File: config.mk
export PLATFORM = sky130hd
export DESIGN_NAME = hilo_div_seq_flat
export DESIGN_NICKNAME = d
export VERILOG_FILES = /design/src/rtl/hilo_div_seq_if.sv /design/src/rtl/hilo_div_seq.sv /design/src/flat_wrapper.sv
export SDC_FILE = /design/constraint.sdc
export NUM_CORES = 1
export LEC_CHECK = 0
export ABC_AREA = 0
export CAP_MARGIN = 0
export CORE_ASPECT_RATIO = 1.4
export CORE_MARGIN = 2
export CORE_UTILIZATION = 34
export CTS_BUF_LIST = sky130_fd_sc_hd__clkbuf_4
export DETAILED_ROUTE_END_ITERATION = 10
export SLEW_MARGIN = 25
export SYNTH_ARGS = -nofsm -noshare
export SYNTH_HDL_FRONTEND = slang
export SYNTH_SLANG_ARGS = --single-unit
File: constraint.sdc
create_clock -name clk -period 5.9 [get_ports clk]
set_input_delay 0.59 -clock clk [delete_from_list [all_inputs] [get_ports clk]]
set_output_delay 0.59 -clock clk [all_outputs]
set_load 0.02 [all_outputs]
File: src/rtl/hilo_div_seq_if.sv
// EX-stage <-> HI/LO divider handshake: operands and start/annul in, result/ready/stall out.
interface hilo_div_seq_if #(
  parameter int WIDTH = 32
);
  logic                 signed_div_i;
  logic [WIDTH-1:0]     opdata1_i;
  logic [WIDTH-1:0]     opdata2_i;
  logic                 start_i;
  logic                 annul_i;
  logic [2*WIDTH-1:0]   result_o;
  logic                 ready_o;
  logic                 stall_req_o;

  modport master (
    output signed_div_i, opdata1_i, opdata2_i, start_i, annul_i,
    input  result_o, ready_o, stall_req_o
  );

  modport slave (
    input  signed_div_i, opdata1_i, opdata2_i, start_i, annul_i,
    output result_o, ready_o, stall_req_o
  );
endinterface

File: src/rtl/hilo_div_seq.sv
// Iterative restoring divider producing {remainder (HI), quotient (LO)} for the EX stage.
// One quotient bit per cycle on operand magnitudes; signs are applied on completion.
module hilo_div_seq #(
  parameter int WIDTH = 32,
  parameter int CNT_W = 6
) (
  input  logic           clk,
  input  logic           rst,
  hilo_div_seq_if.slave  bus
);

  typedef enum logic [1:0] {FREE, BY_ZERO, ON, END} state_t;

  localparam logic [CNT_W-1:0] LAST = CNT_W'(WIDTH);

  state_t               state, state_nxt;
  logic [CNT_W-1:0]     cnt, cnt_nxt;
  logic [WIDTH-1:0]     dvd, dvd_nxt;
  logic [WIDTH-1:0]     dvs, dvs_nxt;
  logic [WIDTH-1:0]     rem, rem_nxt;
  logic                 sign_a, sign_a_nxt;
  logic                 sign_b, sign_b_nxt;
  logic                 is_signed, is_signed_nxt;
  logic [2*WIDTH-1:0]   result, result_nxt;
  logic                 ready, ready_nxt;

  logic [WIDTH-1:0]     abs_a, abs_b;
  logic [WIDTH:0]       shifted, diff;
  logic [WIDTH-1:0]     quo_fix, rem_fix;

  assign abs_a = (bus.signed_div_i && bus.opdata1_i[WIDTH-1]) ? -bus.opdata1_i : bus.opdata1_i;
  assign abs_b = (bus.signed_div_i && bus.opdata2_i[WIDTH-1]) ? -bus.opdata2_i : bus.opdata2_i;

  // Partial remainder stays below the divisor, so the W+1-bit difference never overflows
  // and its top bit is a valid sign.
  assign shifted = {rem, dvd[WIDTH-1]};
  assign diff    = shifted - {1'b0, dvs};

  assign quo_fix = (is_signed && (sign_a ^ sign_b)) ? -dvd : dvd;
  assign rem_fix = (is_signed && sign_a) ? -rem : rem;

  assign bus.result_o    = result;
  assign bus.ready_o     = ready;
  assign bus.stall_req_o = bus.start_i & ~ready;

  always_ff @(posedge clk or negedge rst) begin
    if (!rst) begin
      state     <= FREE;
      cnt       <= '0;
      dvd       <= '0;
      dvs       <= '0;
      rem       <= '0;
      sign_a    <= 1'b0;
      sign_b    <= 1'b0;
      is_signed <= 1'b0;
      result    <= '0;
      ready     <= 1'b0;
    end else begin
      state     <= state_nxt;
      cnt       <= cnt_nxt;
      dvd       <= dvd_nxt;
      dvs       <= dvs_nxt;
      rem       <= rem_nxt;
      sign_a    <= sign_a_nxt;
      sign_b    <= sign_b_nxt;
      is_signed <= is_signed_nxt;
      result    <= result_nxt;
      ready     <= ready_nxt;
    end
  end

  always_comb begin
    state_nxt     = state;
    cnt_nxt       = cnt;
    dvd_nxt       = dvd;
    dvs_nxt       = dvs;
    rem_nxt       = rem;
    sign_a_nxt    = sign_a;
    sign_b_nxt    = sign_b;
    is_signed_nxt = is_signed;
    result_nxt    = result;
    ready_nxt     = ready;

    case (state)
      FREE: begin
        ready_nxt  = 1'b0;
        result_nxt = '0;
        if (bus.start_i && !bus.annul_i) begin
          if (bus.opdata2_i == '0) begin
            state_nxt = BY_ZERO;
          end else begin
            state_nxt     = ON;
            cnt_nxt       = '0;
            dvd_nxt       = abs_a;
            dvs_nxt       = abs_b;
            rem_nxt       = '0;
            sign_a_nxt    = bus.opdata1_i[WIDTH-1];
            sign_b_nxt    = bus.opdata2_i[WIDTH-1];
            is_signed_nxt = bus.signed_div_i;
          end
        end
      end

      BY_ZERO: begin
        state_nxt  = END;
        result_nxt = '0;
        ready_nxt  = 1'b1;
      end

      // Annul wins over both iteration and completion.
      ON: begin
        if (bus.annul_i) begin
          state_nxt = FREE;
          ready_nxt = 1'b0;
          cnt_nxt   = '0;
        end else if (cnt != LAST) begin
          rem_nxt = diff[WIDTH] ? shifted[WIDTH-1:0] : diff[WIDTH-1:0];
          dvd_nxt = {dvd[WIDTH-2:0], ~diff[WIDTH]};
          cnt_nxt = cnt + 1'b1;
        end else begin
          result_nxt = {rem_fix, quo_fix};
          ready_nxt  = 1'b1;
          state_nxt  = END;
        end
      end

      END: begin
        if (bus.annul_i || !bus.start_i) begin
          state_nxt  = FREE;
          ready_nxt  = 1'b0;
          result_nxt = '0;
        end
      end

      default: state_nxt = FREE;
    endcase
  end

endmodule

File: src/flat_wrapper.sv
// flat-port wrapper written by rule: the top's interface ports become plain ports
module hilo_div_seq_flat 
#(
  parameter int WIDTH = 32,
  parameter int CNT_W = 6
)
  (clk, rst, bus_signed_div_i, bus_opdata1_i, bus_opdata2_i, bus_start_i, bus_annul_i, bus_result_o, bus_ready_o, bus_stall_req_o);
  hilo_div_seq_if #(.WIDTH(WIDTH)) bus_i ();
  input  logic clk;
  input  logic rst;
  input wire logic [$bits(bus_i.signed_div_i)-1:0] bus_signed_div_i;
  input wire logic [$bits(bus_i.opdata1_i)-1:0] bus_opdata1_i;
  input wire logic [$bits(bus_i.opdata2_i)-1:0] bus_opdata2_i;
  input wire logic [$bits(bus_i.start_i)-1:0] bus_start_i;
  input wire logic [$bits(bus_i.annul_i)-1:0] bus_annul_i;
  output wire logic [$bits(bus_i.result_o)-1:0] bus_result_o;
  output wire logic [$bits(bus_i.ready_o)-1:0] bus_ready_o;
  output wire logic [$bits(bus_i.stall_req_o)-1:0] bus_stall_req_o;
  assign bus_i.signed_div_i = bus_signed_div_i;
  assign bus_i.opdata1_i = bus_opdata1_i;
  assign bus_i.opdata2_i = bus_opdata2_i;
  assign bus_i.start_i = bus_start_i;
  assign bus_i.annul_i = bus_annul_i;
  assign bus_result_o = bus_i.result_o;
  assign bus_ready_o = bus_i.ready_o;
  assign bus_stall_req_o = bus_i.stall_req_o;
  hilo_div_seq #(.WIDTH(WIDTH), .CNT_W(CNT_W)) u_core (.clk(clk), .rst(rst), .bus(bus_i));
endmodule
==> results of run 1 <==
[stage by stage]
step           hold WS [ps]  total power, W  area (µm²)  util (%)  setup WS [ps]
2_1_floorplan           294         0.00336       11500         -           2880
5_1_grt                 522         0.00507       13500      40.5           1810
6_report                492         0.00464       13500      40.5           2070
4_1_cts                 500         0.00469       13500      40.4           2010
3_5_place_dp            469         0.00398       13200      39.6           1680
3_3_place_gp            463         0.00393       13200      39.6           1760
[registers in the layout, summed over array words and instances, names as in the netlist]
name                 count
u_core.dvs              32
u_core.sign_a            1
u_core.rem              32
u_core.bus.ready_o       1
u_core.cnt               6
u_core.sign_b            1
u_core.dvd              32
u_core.bus.result_o     64
u_core.state             2
u_core.is_signed         1
[routing by layer]
layer | part of all wire, % | routed length (µm) | vias to the layer above
li1 | - | - | 5055
met1 | 44 | 13300 | 4599
met2 | 51 | 15600 | 160
met3 | 3.1 | 937 | 33
met4 | 2.0 | 597 | 0
met5 | 0 | 0 | -
[power by group through the flow]
| stage | Clock (W) | Sequential [W] | Combinational, W |
|---|---|---|---|
| 6_report | 0.000711 | 0.00166 | 0.00228 |
| 5_1_grt | 0.000781 | 0.00170 | 0.00259 |
| 4_1_cts | 0.000734 | 0.00166 | 0.00230 |
| 3_5_place_dp | 0 | 0.00168 | 0.00229 |
| 3_3_place_gp | 0 | 0.00167 | 0.00226 |
| 2_1_floorplan | 0 | 0.00163 | 0.00174 |
[worst max-delay path by stage]
stage	cells past startpoint	to	from
after global routing	11	u_core.rem[27]$_DFFE_PN0P_	u_core.rem[20]$_DFFE_PN0P_
after global placement	9	u_core.cnt[5]$_DFFE_PN0P_	bus_opdata2_i[4]
after floorplan	11	u_core.rem[21]$_DFFE_PN0P_	bus_opdata2_i[4]
final	13	u_core.rem[28]$_DFFE_PN0P_	u_core.dvd[31]$_DFFE_PN0P_
after CTS	13	u_core.rem[28]$_DFFE_PN0P_	u_core.dvd[31]$_DFFE_PN0P_
after detailed placement	9	u_core.cnt[5]$_DFFE_PN0P_	bus_opdata2_i[4]
[worst max-delay path: stages, from the launching register on]
cell      delay (ps)
dfrtp_1          390
inv_1            100
ha_1             230
fa_1             400
nand2b_1         190
a21oi_1          270
o21a_1           210
o21ai_0          130
a21oi_1          300
o22ai_1          170
xnor2_2          260
buf_4            440
nor2_1           250
a221o_1          390
[kinds of logic after synthesis]
kind of cell / count (synthesis) / synth area share (%)
mux: 30 / 2.66
xor+xnor: 149 / 11.4
compound gates: 408 / 20.6
fa+ha+maj: 43 / 4.75
simple gates: 458 / 18.3
buf+inv: 139 / 4.89
flops: 172 / 37.5
[timing repair]
item | CTS | global route
hold buffers | 1 | 0
hold endpoints to repair | 23 | 0
endpoints found under the setup margin | 0 | 0
[final cells by class]
class	count	area, µm²	share of cell area, %
Sequential cell	172	4300	31.9
Tap cell	445	557	4.13
Clock inverter	14	143	1.06
Antenna cell	1	2.50	0.0186
Multi-Input combinational cell	1088	6660	49.4
Inverter	64	240	1.78
Clock buffer	18	135	1.00
Timing Repair Buffer	146	1440	10.6
[synthesized netlist by cell type, types with 17 or more instances]
library cell / n
xnor2_1: 93
o31ai_1: 17
nor3_1: 28
xor2_1: 56
o21ai_0: 166
nand2_1: 190
dfrtp_1: 172
a31oi_1: 19
ha_1: 42
and2_1: 18
mux2i_1: 26
nor2_1: 122
clkbuf_1: 56
inv_1: 64
a21oi_1: 130
==> impl_results.md, run 1 <==
* R2r worst-path depth at 13
* RSZ-0062 raised after global routing: no
* Final setup TNS at 0 ps
* Setup slack, reg-to-reg at between 2000 and 2500 ps
* IO Pins at approximately 140
* Critical Path Source Type: register
* Clock Skew at about 19 ps
* Post-Layout Cell Count at 1,948
* Slew of the pin with the lowest slew margin at 925 ps
* H-tree Lvls at 4
* Cts repair resizes at 0
* Post-route ant nets at 0
* WHS Path Cells at 2
* Relative slew slack at 38.3%
* Hold EP: u_core.bus.result_o[11]$_DFFE_PN0P_
* Final worst path period share at 64.9%
* Worst skew pair latency at 640 ps
* Die area at between 0.03 and 0.04 mm²
* Synth warn at 0
* Final setup viols at 0
* Post-synth cell types at 67
* Status: finished, final reports clean
* FF-to-FF Start: u_core.dvd[31]$_DFFE_PN0P_
* Fin. max-slew vios at 0
* Met1 Use GR at 20.8%
* RR Endpoint: u_core.rem[28]$_DFFE_PN0P_
* Starting Density at 34.5%
* Cell Rows at 79
* Via total after detailed routing at 9,847
* Post-synth EDFFs at 0
* HPWL after detailed placement at 23.5 mm
* Hold WC Path Type: reg2reg
* Dpl cells at 1,914
* Max-capacitance violation count at 0
* GR Util met2 at 31.9%
* Switching Share at 45.2%
* F_max at 0.261 GHz
* Via density at 5.05
* Clock power frac at 15.3%
* Main synth FF type: dfrtp_1
* Mapped Cells at 1,399
* Most frequent cells in the layout: nand2_1, dfrtp_1, o21ai_0
* Synth top area cells: dfrtp_1, o21ai_0, xnor2_1
* Critical path data required time at between 6000 and 7000 ps
* Filler Cell Count at 3,481
* Static leakage at 5.67 nW
* GRT Util Overall at between 10% and 20%
* Die extent in y at 222 µm
* Critical Path End Type: register
* # port buffers at 134
* Initial antenna violation count at 1
* FFs w/ async S/R, synth at 100%
* Routed WL at 30.4 mm
* Final min period at roughly 3800 ps
* Seq pwr share at 35.7%
* Share of cells above drive strength 1 at about 5.0%
* Vias in the first global route at 9,575
* Seq cells post-synth at approximately 170
* Post-CTS setup-driven buffer insertion count at 0
* Drc violations at 0
* NetSw at around 0.0021 W
* Peak VDD IR at 0.147 mV
* CTS tree: done
* Cell area after synthesis at ~0.011 mm²
* Sequential share of the synthesized area at between 30% and 40%
* TritonCTS Sinks at 172
* Die W at 159 µm
* Power Dens Cells at 345 mW/mm²
* Gr busiest metal: met2
* Post-synthesis net count at around 1,500
* DR iter-0 viols at 444
* Clock Path Buffers at 2
* Met3 usage at 2.53%
* First-pass GRT wire length at just under 50 mm
* Crit path DAT at 4360 ps
* Gpl congestion at 0.871
* CP Max Fanout at 26
* Fin. Hold Viols at 0
* Design internal power at 0.00255 W
* Fin nets at 1,601
* Logic pwr share at 49.0%
* Avg WL per Cell at 15.6 µm
* Dominant cell type by area after synthesis: dfrtp_1
* Clock transition at path regs at 150 ps
* Drt pass-1 iters at 5
* Post-synth top area share at 37.5%
* Area growth syn-to-layout at 17.3%
* Commonest non-fill, non-tap cell in the layout: nand2_1
* TritonCTS Buffers at 17
* Setup CP Type: reg2reg
* Total gr overflow at 0
* Largest net degree at the start of global routing at 97
* Core ar. at around 0.033 mm²
* Clk root buf: clkbuf_4
* Synth Area per Inst at 8.21 µm²
* Hold Path Origin: u_core.bus.result_o[11]$_DFFE_PN0P_
Note: power is estimated with default switching activity, not from simulation.
==> run 2, diff against run 1 <==
- clock period: 5.9 -> 3.15 ns (I/O delays scaled with it)
==> impl_results.md, run 2 (synthesis gave the netlist of run 1 again) <==
* Status: finished, final reports clean (unchanged)
* CP cell instances: buf_4 -> or4_4 -> or3_4 -> or3_1 -> or2_4 -> nor3b_2 -> and2_4 -> a21oi_1 -> xnor2_1 -> o21ai_0 (was inv_1 -> ha_1 -> fa_1 -> nand2b_1 -> a21oi_1 -> o21a_1 -> o21ai_0 -> a21oi_1 -> o22ai_1 -> xnor2_2 -> buf_4 -> nor2_1 -> a221o_1)
* Fin nets at 1,688 (was 1,601)
* Clock Skew at 23.0 ps (was 18.6 ps)
* Critical Path End Type: register (unchanged)
* F_max at 0.324 GHz (was 0.261 GHz)
* Filler Cell Count at 3,359 (was 3,481)
* Hold_ws at 218 ps (was 492 ps)
* Fin. max-slew vios at 0 (unchanged)
* TritonCTS Buffers at 17 (unchanged)
* HPWL after detailed placement at 24.7 mm (was 23.5 mm)
* Final setup viols at 0 (unchanged)
* Post-route ant nets at 0 (unchanged)
* Final worst path period share at 97.9% (was 64.9%)
* DR iter-0 viols at 570 (was 444)
* Die extent in y at 222 µm (unchanged)
* Worst skew pair latency at 630 ps (was 640 ps)
* WP buf/inv at 1 (was 2)
* Share of cells above drive strength 1 at 11.0% (was 4.99%)
* Cell Rows at 79 (unchanged)
* Fin. Hold Viols at 0 (unchanged)
* Setup CP Type: reg2reg (unchanged)
* Relative slew slack at 47.1% (was 38.3%)
* Static leakage at 6.20 nW (was 5.67 nW)
* Clk root buf: clkbuf_4 (unchanged)
* Drc violations at 0 (unchanged)
* CP max-delay cell: or4_4 (was buf_4)
* Final min period at 3080 ps (was 3830 ps)
* IO Pins at 135 (unchanged)
* Most frequent cells in the layout: nand2_1, dfrtp_1, o21ai_0 (unchanged)
* Avg WL per Cell at 15.4 µm (was 15.6 µm)
* Gpl congestion at 0.915 (was 0.871)
* Via density at 5.05 (about the same)
* Total gr overflow at 0 (unchanged)
* Initial antenna violation count at 1 (unchanged)
* Slew of the pin with the lowest slew margin at 792 ps (was 925 ps)
* Peak VDD IR at 0.304 mV (was 0.147 mV)
* Clock Path Buffers at 2 (unchanged)
* First-pass GRT wire length at 51.0 mm (was 49.7 mm)
* Clock transition at path regs at 140 ps (was 150 ps)
* CP Max Fanout at 6 (was 26)
* Worst path max stage delay at 520 ps (was 440 ps)
* Area growth syn-to-layout at 25.0% (was 17.3%)
* Via total after detailed routing at 10,300 (was 9,847)
* Routed WL at 31.4 mm (was 30.4 mm)
* CP top delay family: simple AND/OR/NAND/NOR gates (was compound AO/OA/AOI/OAI gates)
* Max FFs per register at 64 (unchanged)
* Critical Path Source Type: register (unchanged)
* Die area at 0.0353 mm² (unchanged)
* Vias in the first global route at 10,100 (was 9,575)
* Crit path DAT at 3610 ps (was 4360 ps)
* TritonCTS Sinks at 172 (unchanged)
* Power Dens Cells at 656 mW/mm² (was 345 mW/mm²)
* Commonest non-fill, non-tap cell in the layout: nand2_1 (unchanged)
* Drt pass-1 iters at 8 (was 5)
* Max-capacitance violation count at 0 (unchanged)
* Critical path data required time at 3670 ps (was 6430 ps)
* Hold WC Path Type: in2async (was reg2reg)
* Largest net degree at the start of global routing at 70 (was 97)
* Layout Utilization at 43.1% (was 40.5%)
* H-tree Lvls at 4 (unchanged)
* Starting Density at 34.5% (unchanged)
* CTS tree: done (unchanged)
* # port buffers at 134 (unchanged)
* Die W at 159 µm (unchanged)
* GRT Util Overall at 18.0% (was 17.5%)
* Core ar. at 0.0333 mm² (unchanged)
-- run 2: path summary, 6_finish.rpt --
path	startpoint	endpoint	slack, ps	depth (start not counted)
worst max register to register	u_core.rem[4]$_DFFE_PN0P_	u_core.bus.result_o[62]$_DFFE_PN0P_	70	10
worst min-delay path	rst	u_core.bus.result_o[56]$_DFFE_PN0P_	220	2
worst min register to register	u_core.bus.result_o[4]$_DFFE_PN0P_	u_core.bus.result_o[4]$_DFFE_PN0P_	490	2
worst max-delay path	u_core.rem[4]$_DFFE_PN0P_	u_core.bus.result_o[62]$_DFFE_PN0P_	70	10
min in group clk	bus_opdata2_i[0]	u_core.dvs[0]$_DFFE_PN0P_	350	3
max in group asynchronous	rst	u_core.dvs[0]$_DFFE_PN0P_	2040	3
-- run 2: final cells by class --
type | instances | area [µm²] | area share, %
clock buffers | 20 | 150 | 1.05
repair buffers | 233 | 2180 | 15.2
well taps | 445 | 557 | 3.88
diodes | 1 | 2.50 | 0.0174
flip-flops and latches | 172 | 4310 | 30.0
multi-input cells | 1088 | 6710 | 46.7
inverters | 64 | 240 | 1.67
clock inverters | 12 | 219 | 1.52
-- run 2: per-layer routing --
metal | GRT usage (%) | wire (µm) | share of wire [%] | vias up
met2 | 32.8 | 16300 | 52 | 206
met5 | 0 | 0 | 0 | -
met3 | 2.45 | 1000 | 3.2 | 48
li1 | - | - | - | 5224
met4 | 6.72 | 748 | 2.4 | 0
met1 | 21.3 | 13400 | 43 | 4793
-- run 2: stage by stage --
step / TNS (ps) / instances / power (W) / instance area [µm²] / setup WS (ps)
2_1_floorplan: 0 / 1399 / 0.00630 / 11500 / 184
3_3_place_gp: -1900 / 1997 / 0.00766 / 13900 / -134
3_5_place_dp: -2880 / 1997 / 0.00776 / 13900 / -99.9
4_1_cts: 0 / 2032 / 0.00940 / 14300 / 40.4
5_1_grt: -167 / 2035 / 0.0102 / 14400 / -61.0
6_report: 0 / 2035 / 0.00942 / 14400 / 66.6
-- run 2: timing repair --
action                                  CTS  global route
setup buffers                             1             2
gates resized for setup                   4            13
hold buffers                              1             0
endpoints found under the setup margin   23            28
hold endpoints to repair                 64             0
cloned                                    1             0
pin swaps                                 1             6
-- run 2: power breakdown --
group / internal, W / leakage (nW) / switching [W] / total [W]
clock: 0.000812 / 0.195 / 0.000795 / 0.00161
sequential: 0.00267 / 2.26 / 0.000406 / 0.00307
combinational: 0.00198 / 3.75 / 0.00276 / 0.00474
total: 0.00546 / 6.20 / 0.00397 / 0.00942
